File: src/rtl/sr_drift_sequencer.sv
// Schumann Resonance drift sequencer: one shared LFSR/step engine walks every
// harmonic's drift offset in round-robin and exposes centre+drift to the bank.

module sr_drift_slot #(
  parameter int WIDTH   = 18,
  parameter int CEN_RST = 0,
  parameter int MAX_RST = 0
) (
  input  logic             clk,
  input  logic             rst_n,
  input  logic             cfg_we_i,
  input  logic [1:0]       cfg_field_i,
  input  logic [WIDTH-1:0] cfg_data_i,
  input  logic             step_we_i,
  input  logic [WIDTH-1:0] step_drift_i,
  output logic [WIDTH-1:0] drift_o,
  output logic [WIDTH-1:0] max_o,
  output logic [WIDTH-1:0] omega_o
);
  logic signed [WIDTH-1:0] cen_q, cen_d, max_q, max_d, drf_q, drf_d;
  logic                    frz_q, frz_d;
  logic signed [WIDTH:0]   dx, wmax;

  always_comb begin
    cen_d = cen_q;
    max_d = max_q;
    drf_d = drf_q;
    frz_d = frz_q;
    dx    = {drf_q[WIDTH-1], drf_q};
    // the bound is a magnitude; negative writes collapse to zero
    wmax  = cfg_data_i[WIDTH-1] ? '0 : {1'b0, cfg_data_i};
    if (cfg_we_i) begin
      case (cfg_field_i)
        2'd0: cen_d = cfg_data_i;
        2'd1: begin
          max_d = wmax[WIDTH-1:0];
          if (dx > wmax)       drf_d = wmax[WIDTH-1:0];
          else if (dx < -wmax) drf_d = -wmax[WIDTH-1:0];
        end
        2'd2: frz_d = cfg_data_i[0];
        default: ;
      endcase
    end else if (step_we_i && !frz_q) begin
      drf_d = step_drift_i;
    end
  end

  always_ff @(posedge clk or negedge rst_n) begin
    if (!rst_n) begin
      cen_q <= WIDTH'(CEN_RST);
      max_q <= WIDTH'(MAX_RST);
      drf_q <= '0;
      frz_q <= 1'b0;
    end else begin
      cen_q <= cen_d;
      max_q <= max_d;
      drf_q <= drf_d;
      frz_q <= frz_d;
    end
  end

  assign drift_o = drf_q;
  assign max_o   = max_q;
  assign omega_o = cen_q + drf_q;
endmodule

module sr_drift_sequencer #(
  parameter int WIDTH             = 18,
  parameter int NUM_HARMONICS     = 5,
  parameter int FAST_SIM          = 0,
  parameter int UPDATE_PERIOD_OVR = 0
) (
  input  logic                             clk,
  input  logic                             rst_n,
  input  logic                             clk_en,
  input  logic                             cfg_valid,
  output logic                             cfg_ready,
  input  logic [2:0]                       cfg_addr,
  input  logic [1:0]                       cfg_field,
  input  logic [WIDTH-1:0]                 cfg_data,
  output logic [NUM_HARMONICS*WIDTH-1:0]   omega_dt_packed,
  output logic [NUM_HARMONICS*WIDTH-1:0]   drift_offset_packed,
  output logic                             walk_busy,
  output logic                             sweep_done,
  output logic                             overrun
);
  localparam int N = NUM_HARMONICS;
  localparam logic [21:0] PERIOD = (UPDATE_PERIOD_OVR != 0) ? 22'(UPDATE_PERIOD_OVR) :
                                   (FAST_SIM != 0) ? 22'd400 : 22'd960000;
  localparam logic [2:0] LAST = 3'(N - 1);

  function automatic int cen_rst(input int h);
    case (h)
      0: return 196;
      1: return 354;
      2: return 514;
      3: return 643;
      default: return 823;
    endcase
  endfunction

  function automatic int max_rst(input int h);
    case (h)
      0: return 23;
      1: return 28;
      2: return 39;
      3: return 58;
      default: return 77;
    endcase
  endfunction

  typedef enum logic [1:0] {IDLE, WALK, DONE} state_e;

  state_e                  state_q, state_d;
  logic [21:0]             cnt_q, cnt_d;
  logic [15:0]             lfsr_q, lfsr_d;
  logic [2:0]              idx_q, idx_d;
  logic                    pend_q, pend_d, ovr_q, ovr_d, done_q, done_d;
  logic                    tick, fb;
  logic [N-1:0][WIDTH-1:0] drift, maxv, omega;
  logic [N-1:0]            cfg_we, step_we;
  logic signed [WIDTH:0]   cur, lim, stp, up, dn, nxt;
  logic [WIDTH-1:0]        step_drift;

  always_comb begin
    cnt_d = cnt_q;
    tick  = 1'b0;
    if (clk_en) begin
      if (cnt_q == PERIOD) begin
        cnt_d = '0;
        tick  = 1'b1;
      end else begin
        cnt_d = cnt_q + 22'd1;
      end
    end
  end

  assign fb = lfsr_q[15] ^ lfsr_q[13] ^ lfsr_q[12] ^ lfsr_q[10];

  // A tick landing in DONE is folded into pending before DONE consumes it,
  // so back-to-back sweeps never leave a stale pending flag in IDLE.
  always_comb begin
    state_d = state_q;
    idx_d   = idx_q;
    lfsr_d  = lfsr_q;
    pend_d  = pend_q;
    ovr_d   = ovr_q;
    done_d  = 1'b0;
    if (tick && pend_q)            ovr_d  = 1'b1;
    if (tick && state_q != IDLE)   pend_d = 1'b1;
    if (clk_en) begin
      case (state_q)
        IDLE: if (tick) begin
          state_d = WALK;
          idx_d   = '0;
        end
        WALK: begin
          lfsr_d = {lfsr_q[14:0], fb};
          if (idx_q == LAST) state_d = DONE;
          else               idx_d   = idx_q + 3'd1;
        end
        DONE: begin
          done_d = 1'b1;
          idx_d  = '0;
          pend_d = 1'b0;
          state_d = (pend_q || tick) ? WALK : IDLE;
        end
        default: state_d = IDLE;
      endcase
    end
  end

  // shared step/reflect engine, operating on the slot selected by idx
  always_comb begin
    cur = '0;
    lim = '0;
    for (int h = 0; h < N; h++) begin
      if (idx_q == 3'(h)) begin
        cur = {drift[h][WIDTH-1], drift[h]};
        lim = {1'b0, maxv[h]};
      end
    end
    stp = (WIDTH+1)'({1'b0, lfsr_q[3:2]}) + (WIDTH+1)'(1);
    up  = cur + stp;
    dn  = cur - stp;
    if (lfsr_q[0]) nxt = (up <= lim)  ? up : dn;
    else           nxt = (dn >= -lim) ? dn : up;
    if (nxt > lim)       nxt = lim;
    else if (nxt < -lim) nxt = -lim;
    step_drift = nxt[WIDTH-1:0];
  end

  assign cfg_ready = (state_q == IDLE) && !pend_q;

  for (genvar g = 0; g < N; g++) begin : g_slot
    assign cfg_we[g]  = cfg_valid && cfg_ready && (cfg_addr == 3'(g));
    assign step_we[g] = clk_en && (state_q == WALK) && (idx_q == 3'(g));
    sr_drift_slot #(
      .WIDTH   (WIDTH),
      .CEN_RST (cen_rst(g)),
      .MAX_RST (max_rst(g))
    ) u_slot (
      .clk          (clk),
      .rst_n        (rst_n),
      .cfg_we_i     (cfg_we[g]),
      .cfg_field_i  (cfg_field),
      .cfg_data_i   (cfg_data),
      .step_we_i    (step_we[g]),
      .step_drift_i (step_drift),
      .drift_o      (drift[g]),
      .max_o        (maxv[g]),
      .omega_o      (omega[g])
    );
  end

  always_ff @(posedge clk or negedge rst_n) begin
    if (!rst_n) begin
      state_q <= IDLE;
      cnt_q   <= '0;
      lfsr_q  <= 16'hB5C3;
      idx_q   <= '0;
      pend_q  <= 1'b0;
      ovr_q   <= 1'b0;
      done_q  <= 1'b0;
    end else begin
      state_q <= state_d;
      cnt_q   <= cnt_d;
      lfsr_q  <= lfsr_d;
      idx_q   <= idx_d;
      pend_q  <= pend_d;
      ovr_q   <= ovr_d;
      done_q  <= done_d;
    end
  end

  assign omega_dt_packed     = omega;
  assign drift_offset_packed = drift;
  assign walk_busy           = (state_q != IDLE);
  assign sweep_done          = done_q;
  assign overrun             = ovr_q;
endmodule

File: config.mk
export PLATFORM = sky130hd
export DESIGN_NAME = sr_drift_sequencer
export DESIGN_NICKNAME = d
export VERILOG_FILES = /design/src/rtl/sr_drift_sequencer.sv
export SDC_FILE = /design/constraint.sdc
export NUM_CORES = 1
export LEC_CHECK = 0
export BUFFER_PORTS_ARGS = -buffer_cell sky130_fd_sc_hd__buf_2
export CORE_MARGIN = 10
export CORE_UTILIZATION = 45
export CTS_CLUSTER_SIZE = 28
export DETAILED_ROUTE_END_ITERATION = 10
export PLACE_DENSITY = 0.74
export SLEW_MARGIN = 15
export SYNTH_ARGS = -nofsm -noshare
export SYNTH_HDL_FRONTEND = slang
export SYNTH_SLANG_ARGS = --single-unit
File: constraint.sdc
create_clock -name clk -period 13.4 [get_ports clk]
set_input_delay 1.34 -clock clk [delete_from_list [all_inputs] [get_ports clk]]
set_output_delay 1.34 -clock clk [all_outputs]
set_load 0.02 [all_outputs]
* After elaboration in Yosys (flattened, before gate mapping)
Index checks and enable logic that the tools add are counted.
** Storage, ports and cells
- Word-level logic and storage cells :: 200
- Memories :: 0
- RAM bits :: 0
- Output and inout port bits :: 184
- Bits of input ports :: 27
- ROM bits :: 0
- Latch bits :: 0
- Flip-flop bits (word level) :: 321
** Cells by class
- Equality and inequality tests :: 26
- Divide/modulo/power cells :: 0
- Reductions and logical operators :: 61
- Bitwise operators :: 3
- $add $sub $neg :: 13
- Order comparisons :: 14
- Shift-type cells :: 0
- Mux-type cells :: 56
- $mul :: 0
** Operators with widths (number)
- two-way mux 18 bit :: 28
- two-way mux 19 bit :: 12
- less-than comparator 18 x 19 -> 1 bit :: 5
- adder 18 bit :: 5
- > comparator 18 bit :: 5
- negation 19 bit :: 2
- AND reduction 2 bit :: 16
- adder 22 x 1 -> 22 bit (second input constant) :: 1
- equality test 22 x 20 -> 1 bit (second input constant) :: 1
- two-way mux 22 bit :: 1
- logical AND 1 bit :: 20
- adder 19 x 4 -> 19 bit :: 1
- >= comparator 19 bit :: 1
- > comparator 19 bit :: 1
- less-or-equal comparator 19 bit :: 1
- less-than comparator 19 bit :: 1
- subtractor 19 x 4 -> 19 bit :: 1
- negation 18 bit :: 1
- AND reduction 3 bit :: 6
- two-way mux 17 bit :: 1
- != test 3 bit (second input constant) :: 5
- != test 2 bit (second input constant) :: 7
- equality test 3 x 2 -> 1 bit (second input constant) :: 4
- nonzero test 2 bit :: 6
- 19 further kinds :: 41

* Longest topological paths before layout
- Word-level depth :: 15
- Mapped depth :: 45
- Mapped depth without buffers :: 38

* By module
Synthesis repeated with hierarchy kept, for this count alone.
** Second synthesis, totals
- Cell total of the unflattened synthesis :: 3429
- Area total of the unflattened synthesis :: 30201.5 µm²
** Modules (own cells, without submodules)
- sr_drift_slot (g_slot[0].u_slot ...) :: instances 2, area each 4539.4 µm², cells an instance 496, seq. area each 1360.1 µm²
- sr_drift_sequencer :: instances 1, area each 7502.2 µm², cells an instance 936, seq. area each 1162.4 µm²
- sr_drift_slot (g_slot[4].u_slot) :: instances 1, area each 4541.9 µm², cells an instance 509, seq. area each 1365.1 µm²
- sr_drift_slot (g_slot[3].u_slot) :: instances 1, area each 4540.6 µm², cells an instance 496, seq. area each 1361.3 µm²
- sr_drift_slot (g_slot[2].u_slot) :: instances 1, area each 4538.1 µm², cells an instance 496, seq. area each 1358.8 µm²

* Worst setup path before layout
No wires, ideal clock.
- Path kind :: register to register
- From :: reg idx_q[2]
- To :: reg g_slot[3].u_slot.drf_q[4]
- Period minus slack after synthesis :: 9422 ps
- Required time :: 13230 ps
- Stages on the path, launching flop included :: 43
- Setup slack :: 3978 ps
- Setup time :: 170 ps
- Arrival :: 9252 ps
- Path buffers :: 10
- Cells stage by stage :: dfrtp_1 buf_2 clkbuf_1 inv_1 ha_1 buf_4 buf_2 clkbuf_1 clkbuf_1 clkbuf_1 o21ai_0 a222oi_1 ha_1 inv_1 a2111oi_1 nand2_1 nor2_1 and3_1 [... 7 more ...] a21oi_1 a31oi_1 a21oi_2 buf_4 mux2_2 ha_1 a21oi_1 a21oi_1 a211oi_1 nand3_1 a21oi_1 a21o_1 clkbuf_1 buf_1 o21ai_0 o21ai_0 a2bb2oi_1 a221oi_1
** On the way
- Word-level cells in the longest chain between the ends :: 15
- Elaborated cells on any way between the ends :: 33
- Those cells by class :: 3 x add/sub; 4 x order compare; 4 x eq/ne; 17 x mux; 5 x reduce/logical
** RTL lines
- start, declared :: RTL line 117 : logic [2:0] idx_q, idx_d;
- start signal, assigned :: RTL line 229 : idx_q <= idx_d;
- logical NOT 3 bit :: RTL line 178 : if (idx_q == 3'(h)) begin
- two-way mux 19 bit / two-way mux 18 bit (equally long branches) :: RTL line 178
- two-way mux 19 bit (4 in series) :: RTL line 178
- subtractor 19 x 4 -> 19 bit (tied with other cells) :: RTL line 185 : dn = cur - stp;
- >= comparator 19 bit / less-or-equal comparator 19 bit (equally long branches) :: RTL line 187, 186
- two-way mux 19 bit, on equally long branches :: RTL line 187, 186
- two-way mux 19 bit :: RTL line 186 : if (lfsr_q[0]) nxt = (up <= lim) ? up : dn;
- less-than comparator 19 bit :: RTL line 189 : else if (nxt < -lim) nxt = -lim;
- two-way mux 18 bit :: RTL line 189
- two-way mux 18 bit :: RTL line 188 : if (nxt > lim) nxt = lim;
- two-way mux 18 bit :: RTL line 43 : end else if (step_we_i && !frz_q) begin
- two-way mux 18 bit :: RTL line 32 : if (cfg_we_i) begin
- end signal, assigned :: RTL line 57 : drf_q <= drf_d;
- end, declared :: RTL line 20 : logic signed [WIDTH-1:0] cen_q, cen_d, max_q, max_d, drf_q, drf_d;
Several ways; a longest one is shown, not always the timed one. The select of a mux whose other input is x is not followed.
A chain may end at the register's enable or synchronous reset.

* Worst setup path in the final report
- From :: reg idx_q[2]
- To :: reg g_slot[1].u_slot.drf_q[4]
** On the way
- Word-level cells in the longest chain between the ends :: 15
- Elaborated cells on any way between the ends :: 33
- Those cells by class :: 3 x add/sub; 4 x order compare; 4 x eq/ne; 17 x mux; 5 x reduce/logical
** RTL lines (RTL line)
- logical NOT 3 bit :: 178
- two-way mux 19 bit / two-way mux 18 bit (equally long branches) :: 178
- two-way mux 19 bit (4 in series) :: 178
- subtractor 19 x 4 -> 19 bit (tied with other cells) :: 185
- >= comparator 19 bit / less-or-equal comparator 19 bit (equally long branches) :: 187, 186
- two-way mux 19 bit, on equally long branches :: 187, 186
- two-way mux 19 bit :: 186
- less-than comparator 19 bit :: 189
- two-way mux 18 bit :: 189
- two-way mux 18 bit :: 188
- two-way mux 18 bit :: 43
- two-way mux 18 bit :: 32
- end signal, assigned :: 57
- end, declared :: 20
Several ways; a longest one is shown, not always the timed one. The select of a mux whose other input is x is not followed.

==> flow_metrics.py <==
metrics = {
    "run_status": {
        "outcome": "completed",
    },
    "layout": {
        "design_area_mm2": 0.0304,
        "area_growth_pct": 12.1,
        "fillers": 5544,
        "fin_nets": 3597,
        "drive_gt1_frac": 0.181,
        "multi_input_area_mm2": 0.0180,
        "instances_no_fill": 4020,
        "seq_area_mm2": 0.00797,
    },
    "routing": {
        "route.antenna.remaining_nets": 0,
        "wl_met1_mm": 41.8,
        "wl_met2_mm": 46.1,
        "wirelength_mm": 109,
        "drt-initial-drc-count": 3373,
        "firstDrtPassIters": 8,
        "via_count": 26000,
        "wl_met3_mm": 14.1,
        "wl_per_cell_um": 27.1,
        "via_per_inst": 6.46,
        "drc": 0,
        "top_layer": "met4",
    },
    "clocking": {
        "clk_latency_ns": 0.59,
        "clkSinkCount": 316,
        "cts-htree-levels": 2,
        "ctsHoldBuffers": 0,
        "cts_buffers": 38,
        "path_clk_slew_ns": 0.06,
        "cts_resized": 0,
        "post-cts-setup-buffers": 0,
        "cts_root_buf": "clkbuf_16",
        "cts_tree": "built",
        "cts_max_path_buffers": 3,
    },
    "sta": {
        "relSlewSlack": 0.181,
        "tns_ns": 0,
        "min_period_ns": 11.36,
        "tightest_slew_ns": 1.23,
        "drv_slew": 0,
        "fin_hold_ws_ns": 0.478,
        "setup_viol": 0,
        "finalCritPeriodShare": 0.847,
        "rsz0062_at_grt": "no",
        "final_hold_viol_count": 0,
        "fin_skew_ns": 0.0308,
        "maxClockFrequency_mhz": 88.1,
    },
    "floorplan": {
        "io_pins": 211,
        "start_util": 0.457,
        "fp.dieW_um": 265,
        "die_area_mm2": 0.0704,
        "core_area_mm2": 0.0592,
        "fp-row-count": 89,
        "die_h_um": 265,
    },
    "synth": {
        "synth-seq-cells": 316,
        "async_flop_share": 1.00,
        "synth_top_area_frac": 0.248,
        "ys_seq_area_frac": 0.294,
        "synth-main-ff-cell": "dfrtp_1",
        "avgSynthCellArea_um2": 8.85,
        "syn_nets": 3439,
        "synth_most_common_cell": "ha_1",
        "synth_cells": 3058,
        "synth_edf_count": 0,
        "synth_top_cell_by_area": "dfrtp_1",
        "synth_cell_types": 105,
        "yosysWarnings": 0,
        "synthTopCellsByArea": "dfrtp_1 (25%), ha_1 (16%), mux2_2 (5.1%), xnor2_1 (5.0%), dfstp_2 (4.7%)",
        "netlist_area_mm2": 0.0271,
        "synthTopCellsByCount": "ha_1 (347), nand2_1 (299), dfrtp_1 (268), o21ai_0 (203), nor2_1 (180)",
    },
    "worst_setup_path": {
        "worst_setup_path_start_kind": "flip-flop",
        "criticalPathCategory": "flip-flop to flip-flop",
        "required_ns": 13.78,
        "cpMaxStageDelayCell": "a21oi_4",
        "critPathMaxStageDelay_ns": 0.77,
        "arrival_ns": 11.73,
        "critPathMaxFanout": 34,
        "critPathCaptureType": "flip-flop",
    },
    "global_route": {
        "antenna_found_initial": 3,
        "grtUsageTotal": 0.300,
        "grt_pass1_wl_mm": 162,
        "grt_pass1_vias": 25300,
        "overflow": 0,
        "grt_max_degree": 156,
    },
    "run": {
        "maxCapViolations": 0,
    },
    "placed_design": {
        "port-buffer-count": 210,
        "placed_cell_area_mm2": 0.0290,
        "place_hpwl_mm": 81.1,
        "dp_cells": 3949,
        "place.gp.congestion": 1.03,
    },
    "hold_path": {
        "min_path_type": "flip-flop to flip-flop",
    },
}
## through the flow
stage,utilization,setup slack [ns]
after detailed placement,0.489,2.40
after global routing,0.512,1.42
final,0.512,2.04
after floorplan,-,3.98
after global placement,0.489,2.63
after CTS,0.512,2.35
## logic make-up (layout without fill, tap and decap cells)
| kind of cell | Yosys count | count (layout) | synth area share |
|---|---|---|---|
| adder cells (fa/ha/maj) | 354 | 354 | 0.166 |
| AO/OA/AOI/OAI | 797 | 797 | 0.198 |
| XOR/XNOR | 195 | 195 | 0.0631 |
| buffers and inverters | 286 | 474 | 0.0433 |
| other | 0 | 1 | 0 |
| multiplexers | 149 | 149 | 0.0614 |
| AND/OR/NAND/NOR | 961 | 961 | 0.174 |
| flip-flops | 316 | 316 | 0.294 |
## flip-flops by register name, indices dropped and copies added, names as in the netlist, 2 cells and up
register	cells
g_slot.u_slot.cen_q	90
g_slot.u_slot.frz_q	5
state_q	2
lfsr_q	16
cnt_q	22
g_slot.u_slot.max_o	85
idx_q	3
g_slot.u_slot.drift_o	90
## layer usage
metal,vias up,global-route usage
li1,11500,-
met1,12400,0.378
met2,1664,0.453
met3,432,0.0884
met4,0,0.169
met5,-,0
## placed cells by master (no fill, tap or decap), types with 32 or more instances in the layout
master | synthesis | final
clkbuf_16 | 0 | 39
xor2_1 | 40 | 40
a31oi_1 | 32 | 32
nand4_1 | 46 | 46
a211oi_1 | 48 | 48
o21ai_0 | 203 | 201
buf_2 | 16 | 209
dfrtp_1 | 268 | 268
xnor2_1 | 155 | 155
buf_4 | 8 | 60
a21oi_1 | 149 | 149
nor3_1 | 83 | 81
inv_1 | 125 | 125
nor2_1 | 180 | 179
nand2_1 | 299 | 298
a21o_1 | 63 | 63
and3_1 | 62 | 62
o21a_1 | 37 | 37
mux2_2 | 122 | 122
nor2b_1 | 57 | 57
dfstp_2 | 48 | 48
ha_1 | 347 | 347
nand3_1 | 100 | 100
## path summary, 6_finish.rpt
check	cells past startpoint	end	slack, ns	from
setup / recovery	36	g_slot[1].u_slot.drift_o[4]	2.04	idx_q[2]
hold / removal	2	g_slot[0].u_slot.max_o[13]	0.48	g_slot[0].u_slot.max_o[13]
setup reg to reg	36	g_slot[1].u_slot.drift_o[4]	2.04	idx_q[2]
hold reg to reg	2	g_slot[0].u_slot.max_o[13]	0.48	g_slot[0].u_slot.max_o[13]
max in group asynchronous	3	g_slot[0].u_slot.cen_q[10]	10.63	rst_n
min in group asynchronous	1	cnt_q[17]	0.78	rst_n
## final cells by class
cell class | instances | area share
multi-input combinational | 2456 | 0.592
clock buffer | 48 | 0.0349
inverter | 133 | 0.0166
sequential | 316 | 0.262
antenna | 1 | 0.0000824
timing repair buffer | 271 | 0.0504
clock inverter | 22 | 0.0113
tap | 773 | 0.0319
## critical path: cells and delay by family, from the launching register on
kind	cells	cell delay, ns
AO/OA/AOI/OAI	16	5.04
XOR/XNOR	1	0.27
adder cells (fa/ha/maj)	4	1.28
buffers and inverters	5	1.41
flip-flops	1	0.76
multiplexers	1	0.45
AND/OR/NAND/NOR	9	1.89
Power is not shown: default switching activity piles up to over one toggle a cycle in this logic, so the estimate is an artifact.
